<file path="src/rtl/boot_loader_if.sv">
// Memory/core bus bundle for boot_loader: ROM fetch port, RAM write port and core-side requests.
// The master modport is the boot sequencer; the slave modport is the memory/core side.
interface boot_loader_if #(
    parameter int unsigned XLEN   = 32,
    parameter int unsigned AWIDTH = 16
);
    logic [AWIDTH-1:0] core_inst_addr;
    logic [AWIDTH-1:0] core_dmem_addr;
    logic [XLEN-1:0]   core_dmem_wdata;
    logic [3:0]        core_dmem_we;

    logic [AWIDTH-1:0] rom_addr;
    logic [XLEN-1:0]   rom_data;

    logic [AWIDTH-1:0] ram_addr;
    logic [XLEN-1:0]   ram_wdata;
    logic [3:0]        ram_we;

    modport master (
        input  core_inst_addr,
        input  core_dmem_addr,
        input  core_dmem_wdata,
        input  core_dmem_we,
        input  rom_data,
        output rom_addr,
        output ram_addr,
        output ram_wdata,
        output ram_we
    );

    modport slave (
        output core_inst_addr,
        output core_dmem_addr,
        output core_dmem_wdata,
        output core_dmem_we,
        output rom_data,
        input  rom_addr,
        input  ram_addr,
        input  ram_wdata,
        input  ram_we
    );
endinterface

</file>
<file path="src/rtl/boot_loader.sv">
// Boot sequencer: copies the initialised-data image from ROM to RAM with the core held in reset,
// then hands both memory ports to the core. A reboot request in RUN repeats the sequence.
module boot_loader #(
    parameter int unsigned       XLEN     = 32,
    parameter int unsigned       AWIDTH   = 16,
    parameter logic [AWIDTH-1:0] SRC_BASE = 'h800,
    parameter logic [AWIDTH-1:0] DST_BASE = 'h0,
    parameter int unsigned       WORDS    = 256
) (
    input  logic            clk,
    input  logic            rst,
    input  logic            reboot,
    boot_loader_if.master   bus,
    output logic            core_rst_n,
    output logic            boot_done,
    output logic [XLEN-1:0] boot_csum
);

    // Index counters must be able to hold WORDS itself (rd_idx saturates there).
    localparam int unsigned     IDXW     = (WORDS < 2) ? 1 : $clog2(WORDS + 1);
    localparam logic [IDXW-1:0] LAST_IDX = (WORDS == 0) ? '0 : IDXW'(WORDS - 1);
    localparam logic [IDXW-1:0] MAX_IDX  = IDXW'(WORDS);

    typedef enum logic [1:0] {
        StFill,
        StCopy,
        StRelease,
        StRun
    } state_e;

    state_e            state;
    logic [IDXW-1:0]   rd_idx;
    logic [IDXW-1:0]   wr_idx;
    logic [XLEN-1:0]   csum;
    logic [AWIDTH-1:0] rd_addr;
    logic [AWIDTH-1:0] wr_addr;

    always_ff @(posedge clk or posedge rst) begin
        if (rst) begin
            state      <= StFill;
            rd_idx     <= '0;
            wr_idx     <= '0;
            csum       <= '0;
            core_rst_n <= 1'b0;
            boot_done  <= 1'b0;
        end else begin
            case (state)
                StFill: begin
                    if (WORDS == 0) begin
                        state <= StRelease;
                    end else begin
                        state  <= StCopy;
                        rd_idx <= IDXW'(1);
                    end
                end
                StCopy: begin
                    wr_idx <= wr_idx + 1'b1;
                    csum   <= csum + bus.rom_data;
                    if (rd_idx != MAX_IDX) begin
                        rd_idx <= rd_idx + 1'b1;
                    end
                    if (wr_idx == LAST_IDX) begin
                        state <= StRelease;
                    end
                end
                StRelease: begin
                    state      <= StRun;
                    core_rst_n <= 1'b1;
                    boot_done  <= 1'b1;
                end
                StRun: begin
                    if (reboot) begin
                        state      <= StFill;
                        rd_idx     <= '0;
                        wr_idx     <= '0;
                        csum       <= '0;
                        core_rst_n <= 1'b0;
                        boot_done  <= 1'b0;
                    end
                end
                default: state <= StFill;
            endcase
        end
    end

    // Word index to byte address; arithmetic wraps at AWIDTH bits.
    assign rd_addr = SRC_BASE + (AWIDTH'(rd_idx) << 2);
    assign wr_addr = DST_BASE + (AWIDTH'(wr_idx) << 2);

    // Mux select depends on registered state only; the RUN path is combinational pass-through.
    always_comb begin
        bus.rom_addr  = SRC_BASE;
        bus.ram_addr  = DST_BASE;
        bus.ram_wdata = bus.rom_data;
        bus.ram_we    = 4'h0;
        case (state)
            StCopy: begin
                bus.rom_addr = rd_addr;
                bus.ram_addr = wr_addr;
                bus.ram_we   = 4'hF;
            end
            StRelease: begin
                bus.rom_addr = rd_addr;
                bus.ram_addr = wr_addr;
            end
            StRun: begin
                bus.rom_addr  = bus.core_inst_addr;
                bus.ram_addr  = bus.core_dmem_addr;
                bus.ram_wdata = bus.core_dmem_wdata;
                bus.ram_we    = bus.core_dmem_we;
            end
            default: ;
        endcase
    end

    assign boot_csum = csum;

endmodule

</file>
<file path="src/flat_wrapper.sv">
// flat-port wrapper written by rule: the top's interface ports become plain ports
module boot_loader_flat 
#(
    parameter int unsigned       XLEN     = 32,
    parameter int unsigned       AWIDTH   = 16,
    parameter logic [AWIDTH-1:0] SRC_BASE = 'h800,
    parameter logic [AWIDTH-1:0] DST_BASE = 'h0,
    parameter int unsigned       WORDS    = 256
)
  (clk, rst, reboot, core_rst_n, boot_done, boot_csum, bus_core_inst_addr, bus_core_dmem_addr, bus_core_dmem_wdata, bus_core_dmem_we, bus_rom_data, bus_rom_addr, bus_ram_addr, bus_ram_wdata, bus_ram_we);
  boot_loader_if #(.XLEN(XLEN), .AWIDTH(AWIDTH)) bus_i ();
  input  logic clk;
  input  logic rst;
  input  logic reboot;
  output logic core_rst_n;
  output logic boot_done;
  output logic [XLEN-1:0] boot_csum;
  input wire logic [$bits(bus_i.core_inst_addr)-1:0] bus_core_inst_addr;
  input wire logic [$bits(bus_i.core_dmem_addr)-1:0] bus_core_dmem_addr;
  input wire logic [$bits(bus_i.core_dmem_wdata)-1:0] bus_core_dmem_wdata;
  input wire logic [$bits(bus_i.core_dmem_we)-1:0] bus_core_dmem_we;
  input wire logic [$bits(bus_i.rom_data)-1:0] bus_rom_data;
  output wire logic [$bits(bus_i.rom_addr)-1:0] bus_rom_addr;
  output wire logic [$bits(bus_i.ram_addr)-1:0] bus_ram_addr;
  output wire logic [$bits(bus_i.ram_wdata)-1:0] bus_ram_wdata;
  output wire logic [$bits(bus_i.ram_we)-1:0] bus_ram_we;
  assign bus_i.core_inst_addr = bus_core_inst_addr;
  assign bus_i.core_dmem_addr = bus_core_dmem_addr;
  assign bus_i.core_dmem_wdata = bus_core_dmem_wdata;
  assign bus_i.core_dmem_we = bus_core_dmem_we;
  assign bus_i.rom_data = bus_rom_data;
  assign bus_rom_addr = bus_i.rom_addr;
  assign bus_ram_addr = bus_i.ram_addr;
  assign bus_ram_wdata = bus_i.ram_wdata;
  assign bus_ram_we = bus_i.ram_we;
  boot_loader #(.XLEN(XLEN), .AWIDTH(AWIDTH), .SRC_BASE(SRC_BASE), .DST_BASE(DST_BASE), .WORDS(WORDS)) u_core (.clk(clk), .rst(rst), .reboot(reboot), .bus(bus_i), .core_rst_n(core_rst_n), .boot_done(boot_done), .boot_csum(boot_csum));
endmodule
</file>
<file path="config.mk">
export PLATFORM = sky130hd
export DESIGN_NAME = boot_loader_flat
export DESIGN_NICKNAME = d
export VERILOG_FILES = /design/src/rtl/boot_loader_if.sv /design/src/rtl/boot_loader.sv /design/src/flat_wrapper.sv
export SDC_FILE = /design/constraint.sdc
export NUM_CORES = 1
export LEC_CHECK = 0
export CAP_MARGIN = 20
export CORE_UTILIZATION = 36
export CTS_BUF_LIST = sky130_fd_sc_hd__clkbuf_8
export DETAILED_ROUTE_END_ITERATION = 10
export DONT_BUFFER_PORTS = 1
export MAX_ROUTING_LAYER = met4
export PLACE_DENSITY_LB_ADDON = 0.1
export SLEW_MARGIN = 25
export SYNTH_ARGS = -nofsm -noshare
export SYNTH_HDL_FRONTEND = slang
export SYNTH_SLANG_ARGS = --single-unit
</file>
<file path="constraint.sdc">
create_clock -name clk -period 6.45 [get_ports clk]
set_clock_uncertainty 0.05 [all_clocks]
set_input_delay 0.9675 -clock clk [delete_from_list [all_inputs] [get_ports clk]]
set_output_delay 0.9675 -clock clk [all_outputs]
set_load 0.05 [all_outputs]
</file>
Yosys cells after proc, flatten, opt, wreduce, memory -nomap -nowiden
Index checks and enable logic that the tools add are counted.
{ "word_totals": {"regBits": 53, "output_inout_bits": 102, "wordCells": 41} }
{ "op_classes": {"n_addsub": 4, "eq_ne": 8, "mux": 15, "n_reduce_logical": 9} }
{ "op_table": {"columns": ["operator", "count"], "rows": [
  ["two-way mux 32 bit", 2],
  ["one-hot mux 16 bit (2 select lines)", 2],
  ["one-hot mux 32 bit (2 select lines)", 1],
  ["adder 32 bit", 1],
  ["one-hot mux 9 bit (3 select lines)", 1],
  ["adder 9 x 1 -> 9 bit, second input constant", 2],
  ["two-way mux 9 bit", 2],
  ["one-hot mux 9 bit (2 select lines)", 1],
  ["adder 12 x 11 -> 13 bit, first input constant", 1],
  ["== test 9 x 8 -> 1 bit, second input constant", 1],
  ["inequality test 9 bit, second input constant", 1],
  ["one-hot mux 2 bit (4 select lines)", 1],
  ["one-hot mux 4 bit (2 select lines)", 1],
  ["AND reduction 2 bit", 3],
  ["== test 2 bit, second input constant", 2],
  ["two-way mux 2 bit", 2],
  ["inequality test 2 x 1 -> 1 bit, second input constant", 2],
  ["nonzero test 2 bit", 2],
  ["AND reduction 3 bit", 1],
  ["nonzero test 3 bit", 1],
  ["== test 2 x 1 -> 1 bit, second input constant", 1],
  ["zero test 2 bit", 1],
  ["inequality test 2 bit, second input constant", 1],
  ["one-hot mux 1 bit (2 select lines)", 1],
  ["2 further kinds", 2]
]} }

Depth between registers and ports, before layout
{ "logic_depth": {"ltp_word": 3, "ltp_mapped": 12} }

Least setup slack after synthesis
Ideal clock, no wire load.
{ "synth_timing": {"path_kind": "input port to flip-flop", "from": "in bus_rom_data[0]", "to": "reg u_core.csum[30] (netlist: u_core.boot_csum[30])", "setup_ns": 0.121, "t_arrival_ns": 3.133, "required_ns": 6.279, "setup_slack_ns": 3.146, "cell_stages": 12, "path_cell_list": "ha_1 -> inv_1 -> fa_1 -> inv_1 -> a21o_1 -> a41o_1 -> a311o_1 -> a31o_2 -> a221oi_4 -> o21ai_2 -> xor2_1 -> a22o_1"} }
{ "synth_between": {"elab_chain_len": 2} }
{ "synth_lines": {"columns": ["item", "line_no", "source"], "rows": [
  ["start, declared", "flat_wrapper.sv:22", "input wire logic [$bits(bus_i.rom_data)-1:0] bus_rom_data;"],
  ["adder 32 bit", "boot_loader.sv:58", "csum <= csum + bus.rom_data;"],
  ["one-hot mux 32 bit (2 select lines)", "boot_loader.sv:47", "case (state)"],
  ["end signal, assigned", "boot_loader.sv:58", null],
  ["end, declared", "boot_loader.sv:34", "logic [XLEN-1:0] csum;"]
]} }
Every way passes these cells.
A chain may end at the register's enable or synchronous reset.

Final worst setup path
{ "layout_timing": {"from": "reg u_core.state[0]", "to": "out bus_rom_addr[2]"} }
{ "layout_between": {"elab_chain_len": 3, "word_cells_on_any_way": 5} }
{ "layout_lines": {"columns": ["item", "line_no", "source"], "rows": [
  ["start, declared", "boot_loader.sv:31", "state_e state;"],
  ["start signal, assigned", "boot_loader.sv:40", "state <= StFill;"],
  ["start signal, assigned", "boot_loader.sv:50", "state <= StRelease;"],
  ["start signal, assigned", "boot_loader.sv:52", "state <= StCopy;"],
  ["== test 2 bit or == test 2 x 1 -> 1 bit (tied branches)", "boot_loader.sv:96", "case (state)"],
  ["OR reduction 2 bit (no line)", null, null],
  ["one-hot mux 16 bit (2 select lines) *", "boot_loader.sv:96", null],
  ["end, declared", "flat_wrapper.sv:23", "output wire logic [$bits(bus_i.rom_addr)-1:0] bus_rom_addr;"]
]} }
Every way passes the cells marked *; elsewhere a longest branch is shown, timed or not.

==> results.md <==
- TritonCTS built the clock tree.
- The final clock period utilization by the worst path is between 50% and 60%.
- The average vias per placed instance is roughly 5.6.
- The worst endpoint required time is 5430 ps.
- Derived from the worst setup path, the maximum achievable clock frequency is 0.263 GHz.
- The mux cell area share after synthesis is 8.30%.
- The antenna violation net count after detailed routing is 0.
- The hold violation total from the final report is 0.
- The total net switching power is between 1 and 1.5 mW.
- The wire-length estimate of the detail-placed layout is 8.76 mm.
- For this block, the via count after detailed routing is 3900.
- The library cell with the largest summed area after synthesis is sky130_fd_sc_hd__dfrtp_1.
- The remaining global-route overflow is 0.
- For the worst setup path, the data arrival time is 2790 ps.
- The met3 track demand over resource in global routing is between 3 and 4%.
- Clock latency on the worst-skew pair, taken at its later pin, is 340 ps.
- Input and output buffers added on the ports amount to 0.
- Of all flip-flops after synthesis, the portion carrying an async set or reset was 100%.
- The overall die area is 13100 um2.
- The initial cell density of the core is 37.5%.
- The actual transition at the worst max-transition pin is 954 ps.
- Hold repair after CTS inserted 0 buffers.
- The synthesized instance count is 547.
- Internal power comes to 1.06 mW.
- The post-CTS repair timing setup buffer count is 0.
- During I/O placement, the number of pins put on the boundary was 205.
- The post-cts sizing count is 0.
- The initialized floorplan defines 40 standard-cell rows.
- By startpoint and endpoint, the worst setup path is classified as reg -> out.
- The category of the worst setup path capture point is an output pin.
- The kind of path behind the tightest hold check is reg -> reg.
- The max-capacitance violation count is 0.
- The layer flagged by global routing as most heavily used is met2.
- The number of pins with negative max-slew slack in the final report is 0.
- By area, the combinational part of the netlist is dominated by compound AO/OA/AOI/OAI gates.
- The final total negative setup slack is 0 ps.
- The vertical die dimension is 115 um.
- The filler cell count is 1265.
- The adder-cell share of the synthesized area is 11.4%.
- The post-synth net total is 691.
- The clock sink count is 53.
- The headroom to the max-slew limit is between 30 and 40%.
- Sorting the synthesized cells by area gives the leading types as sky130_fd_sc_hd__dfrtp_1 29%, sky130_fd_sc_hd__ha_1 11%, sky130_fd_sc_hd__mux2_2 7.6%.
- The synthesized netlist occupies a cell area of approximately 4600 um2.
- After clock tree synthesis, the clock-pin slew on the worst setup and hold paths is 100 ps.
- The power share of the clock group is approximately an eighth.
- Across all hold checks on the routed design, the worst slack comes to a little over 500 ps.
- In the routed design, unresolved DRC markers number 0.
- The share of the synthesized area in the top cell type is 29.0%.
- Dividing the detail-routed wire length by the instance count gives ~17 um.
- During synthesis, Yosys emitted a total of 0 warnings.
- Entering global routing, the biggest net connects 54 pins.
- The synthesized-area fraction occupied by and/or/nand/nor cells is 18.8%.
- The number of antenna violations at the first check in global routing came to 0.
- The share of power burned in registers is 40.8%.
- The floorplan step set the die width to 115 um.
- The number of global-route vias before repair was 3746.
- Setup violations remaining at the end of the flow were counted as 0.
- Among all flip-flop cells after synthesis, the most frequent one is sky130_fd_sc_hd__dfrtp_1.
- The total power divided by cell area is 469 nW/um2.
- The final weighted congestion in routability-driven placement is about 0.78.
- Global routing used 23.7% of the available met1 tracks.
- The footprint of the multi-input gates is 3070 um2.
- For this block, the initial DRC count from the detailed router was roughly 220.
- The post-synthesis compound-gate area fraction is 22.1%.
- The first detailed-routing pass ran for 4 iterations.
- The share of final-layout standard cells stronger than drive strength 1 is 9.98%.
- The flip-flop and latch area is 1330 um2.
- The mean instance size in the synthesized netlist is 8.35 um2.
- The largest vdd supply drop is roughly 0.00029 V.
- The met2 usage is 30.9%.
- In the final design database the tool counted 674 nets.
- For this run, the total global-route usage over all layers was measured as 18.9%.
- The kind of launch point of the worst setup path is a flop.
- The run finished with clean final reports.
- The switching part of the total power is 53.2%.
- The repair_antennas step left the layout with diodes totalling 0.
- The number of enable flip-flop cells after synthesis is 0.
- Setup repair after global routing left no endpoint under its margin.
- In this run the number of H-tree levels came out at 2.
- Relative to the synthesized area, the layout overhead comes to 5.92%.
- After Yosys synthesis, XOR and XNOR cells account for 6.52% of the synthesized area.
- The placeable core region is ~12000 um2.
- The synthesized design contains 53 register bits.
- The number of buffers created by CTS is 5.
- The longest clock path from root to sink contains 2 buffers.
- The root buffer cell is sky130_fd_sc_hd__clkbuf_8.
- After detailed routing, the total wire length is 11.9 mm.
- Of all nets on the critical path, the largest fanout is 45.
- The first global-routing pass estimated 18.9 mm of wire.
- The minimum clock period is between 3000 and 4000 ps.
- The static leakage power is around 2.1 nW.
- The post-synthesis sequential area ratio is around 29%.
- In this run, distinct cell masters in the synthesized netlist total 52.
- The combinational share of power is 46.6%.
[cells in the final DEF, fill, tap and decap left out, types with 17 or more instances in the layout]
master	n
sky130_fd_sc_hd__a21o_1	19
sky130_fd_sc_hd__a21oi_1	28
sky130_fd_sc_hd__a22oi_1	18
sky130_fd_sc_hd__and2_1	18
sky130_fd_sc_hd__dfrtp_1	53
sky130_fd_sc_hd__ha_1	39
sky130_fd_sc_hd__inv_1	17
sky130_fd_sc_hd__mux2_2	31
sky130_fd_sc_hd__nand2_1	69
sky130_fd_sc_hd__nor2_1	39
sky130_fd_sc_hd__o21ai_0	50
sky130_fd_sc_hd__xor2_1	20
[per-layer routing]
layer,vias to the layer above,share of wire [%]
li1,1924,-
met1,1825,46
met2,141,47
met3,10,6.1
met4,0,1.3
met5,-,0
[state kept, by name, indices dropped and copies added, names as in the netlist]
| signal | cells |
|---|---|
| u_core.boot_csum | 32 |
| u_core.core_rst_n | 1 |
| u_core.rd_idx | 9 |
| u_core.state | 2 |
| u_core.wr_idx | 9 |
[worst paths after layout]
kind	startpoint	endpoint	slack [ps]	cells past startpoint
max	u_core.state[0]$_DFFE_PP0P_	bus_rom_addr[2]	2640	4
min	u_core.wr_idx[8]$_DFFE_PP0P_	u_core.wr_idx[8]$_DFFE_PP0P_	510	2
max reg2reg	u_core.boot_csum[1]$_DFFE_PP0P_	u_core.boot_csum[31]$_DFFE_PP0P_	3140	10
min reg2reg	u_core.wr_idx[8]$_DFFE_PP0P_	u_core.wr_idx[8]$_DFFE_PP0P_	510	2
max in group asynchronous	rst	u_core.boot_csum[25]$_DFFE_PP0P_	5190	2
min in group asynchronous	rst	u_core.boot_csum[13]$_DFFE_PP0P_	640	2
[layout make-up]
| type | count | share of cell area (%) |
|---|---|---|
| Sequential cell | 53 | 27.4 |
| Clock buffer | 5 | 1.42 |
| Clock inverter | 3 | 1.35 |
| Timing Repair Buffer | 4 | 0.621 |
| Inverter | 18 | 1.40 |
| Tap cell | 168 | 4.35 |
| Multi-Input combinational cell | 448 | 63.4 |
[synth_stat cells, types with 14 or more instances]
cell                       instances
sky130_fd_sc_hd__ha_1             40
sky130_fd_sc_hd__nand2_1          69
sky130_fd_sc_hd__xor2_1           20
sky130_fd_sc_hd__a22oi_1          18
sky130_fd_sc_hd__o21ai_0          51
sky130_fd_sc_hd__xnor2_1          14
sky130_fd_sc_hd__inv_1            18
sky130_fd_sc_hd__and2_1           18
sky130_fd_sc_hd__dfrtp_1          53
sky130_fd_sc_hd__a21o_1           19
sky130_fd_sc_hd__mux2_2           31
sky130_fd_sc_hd__nor2_1           40
sky130_fd_sc_hd__clkbuf_1         24
sky130_fd_sc_hd__a21oi_1          28
[logic make-up (layout without fill, tap and decap cells)]
family                     after synthesis  in the layout
xor gates and xnor gates                34             34
adders and majority gates               41             41
buffers and inverters                   46             30
muxes                                   34             34
and+or+nand+nor                        183            183
DFF                                     53             53
AOI/OAI and AO/OA                      156            156
[through the flow]
| stage | setup WS [ps] | cells | utilization [%] | area [um2] | power [mW] |
|---|---|---|---|---|---|
| 2_1_floorplan | 3150 | 547 | - | 4570 | 1.77 |
| 6_report | 2640 | 699 | 39.8 | 4840 | 2.27 |
| 3_3_place_gp | 2920 | 691 | 38.7 | 4700 | 1.98 |
| 3_5_place_dp | 2860 | 691 | 38.7 | 4700 | 1.99 |
| 4_1_cts | 2590 | 699 | 39.8 | 4840 | 2.29 |
| 5_1_grt | 2440 | 699 | 39.8 | 4840 | 2.45 |
[critical path: stages, from the launching register on]
cell and delay (ps):
sky130_fd_sc_hd__dfrtp_1 400, sky130_fd_sc_hd__ha_2 680, sky130_fd_sc_hd__buf_4 520, sky130_fd_sc_hd__a22oi_1 140
sky130_fd_sc_hd__nor2_1 710
[power by group through the flow]
| stage | clock network (mW) | logic [mW] | registers, mW |
|---|---|---|---|
| after global routing | 0.308 | 1.20 | 0.944 |
| final | 0.286 | 1.06 | 0.924 |
| after global placement | 0 | 1.05 | 0.938 |
| after floorplan | 0 | 0.878 | 0.895 |
| after detailed placement | 0 | 1.05 | 0.939 |
| after CTS | 0.299 | 1.06 | 0.930 |
Power figures use the tool's default switching activity.
==> patch, RTL diff (same flow settings) <==
Encoding of `state_e`: now one-hot (4 bits for 4 states).
--- a/src/rtl/boot_loader.sv
+++ b/src/rtl/boot_loader.sv
@@ -23,7 +23,7 @@
 
-    typedef enum logic [1:0] {
-        StFill,
-        StCopy,
-        StRelease,
-        StRun
+    typedef enum logic [3:0] {
+        StFill    = 4'b0001,
+        StCopy    = 4'b0010,
+        StRelease = 4'b0100,
+        StRun     = 4'b1000
     } state_e;
Formal check against the unedited RTL: no difference found for any inputs over 10 cycles, from zero or initial values and one cycle with rst high; not proved beyond that.
==> patch against the unedited design <==
Routed wire length rose by 10%; synthesized cell count grew 2.4%; maximum frequency is 13% higher; sequential power up 2%; cell area is 4.7% higher; die area up 4.7%; total power is 2.3% higher; highest routed layer unchanged; first-iteration DRC count increased by 22%; worst setup slack better by 0.44 ns; area after synthesis is 4.8% higher; critical endpoint is now bus_ram_wdata[30]; combinational power increased by 8%; count of clock-buffer cells in the layout is 1 higher; sequential cell count up 2.
==> patch: results (changes against the unedited design) <==
GRT
  – First-pass GRT wire length: 20,600 um (+9.1%)
  – M3 GR Usage: 0.0366 (+0.00215)
  – Vias in the first global route: 3,975 (+6.1%)
  – Met1 usage: 0.246 (+0.00954)
  – Total GRT Usage: 0.201 (+0.0118)

Detailed routing
  – WL met1: 5820 um (+6.8%)
  – Initial DRC count: 274 (+22%)
  – Routed length on met3: 813 um (+12%)
  – DR vias/cell: 5.86 (+5.1%)
  – Drt wl/cell: 18.2 um (+7.1%)
  – Met2 routed WL: 6370 um (+14%)

Critical path
  – Reg2reg setup slack: 3.15 ns (about the same)
  – Worst Setup EP: bus_ram_wdata[30]
  – Worst Path Max Fanout: 21 (-53%)
  – Critical Path AT: 2.35 ns (-0.44 ns)
  – CP startpoint: u_core.state[3]$_DFFE_PP0P_
  – Reg-to-reg endpoint: u_core.boot_csum[26]$_DFFE_PP0P_
  – Slowest stage cell on the critical path: dfrtp_1
  – Worst r2r src: u_core.boot_csum[0]$_DFFE_PP0P_

Synthesis
  – Post-synth top cells: 57 x nand2_1, 54 x dfrtp_1, 53 x o21ai_0

Placement
  – HPWL reported at the end of detailed placement: 9780 um (+12%)

Worst hold path
  – Hold depth: 1 (-1)

Power and ir drop
  – P_leak: 2.13 nW (-0.53%)

Cells and area
  – Share of layout cells above drive strength 1: 0.124 (+0.0240)

Run status
  – Status: completed
==> patch: final cells by class <==
class,count,area (um^2)
fill,1296,7710
multi-input combinational,466,3270
sequential,55,1380
tap,172,215
clock buffer,6,82.6
timing repair buffer,7,56.3
inverter,13,48.8
clock inverter,2,16.3
==> patch: stage by stage <==
stage | area [um^2] | power [mW] | worst slack (ns) | cells | hold WS [ns]
after global routing | 5060 | 2.52 | 2.80 | 721 | 0.515
after detailed placement | 4950 | 2.10 | 2.82 | 712 | 0.448
final | 5060 | 2.32 | 3.08 | 721 | 0.458
after CTS | 5040 | 2.34 | 2.56 | 720 | 0.464
after floorplan | 4780 | 1.86 | 3.15 | 560 | 0.413
after global placement | 4950 | 2.09 | 2.88 | 712 | 0.440
==> patch: cell families (layout without fill, tap and decap cells) <==
logic type	after synthesis	in the layout	synth area share
simple gates	191	191	0.196
compound gates	172	172	0.245
flops	55	55	0.288
buf+inv	39	28	0.0348
fa+ha+maj	36	36	0.0957
mux	36	36	0.0837
xor+xnor	31	31	0.0568
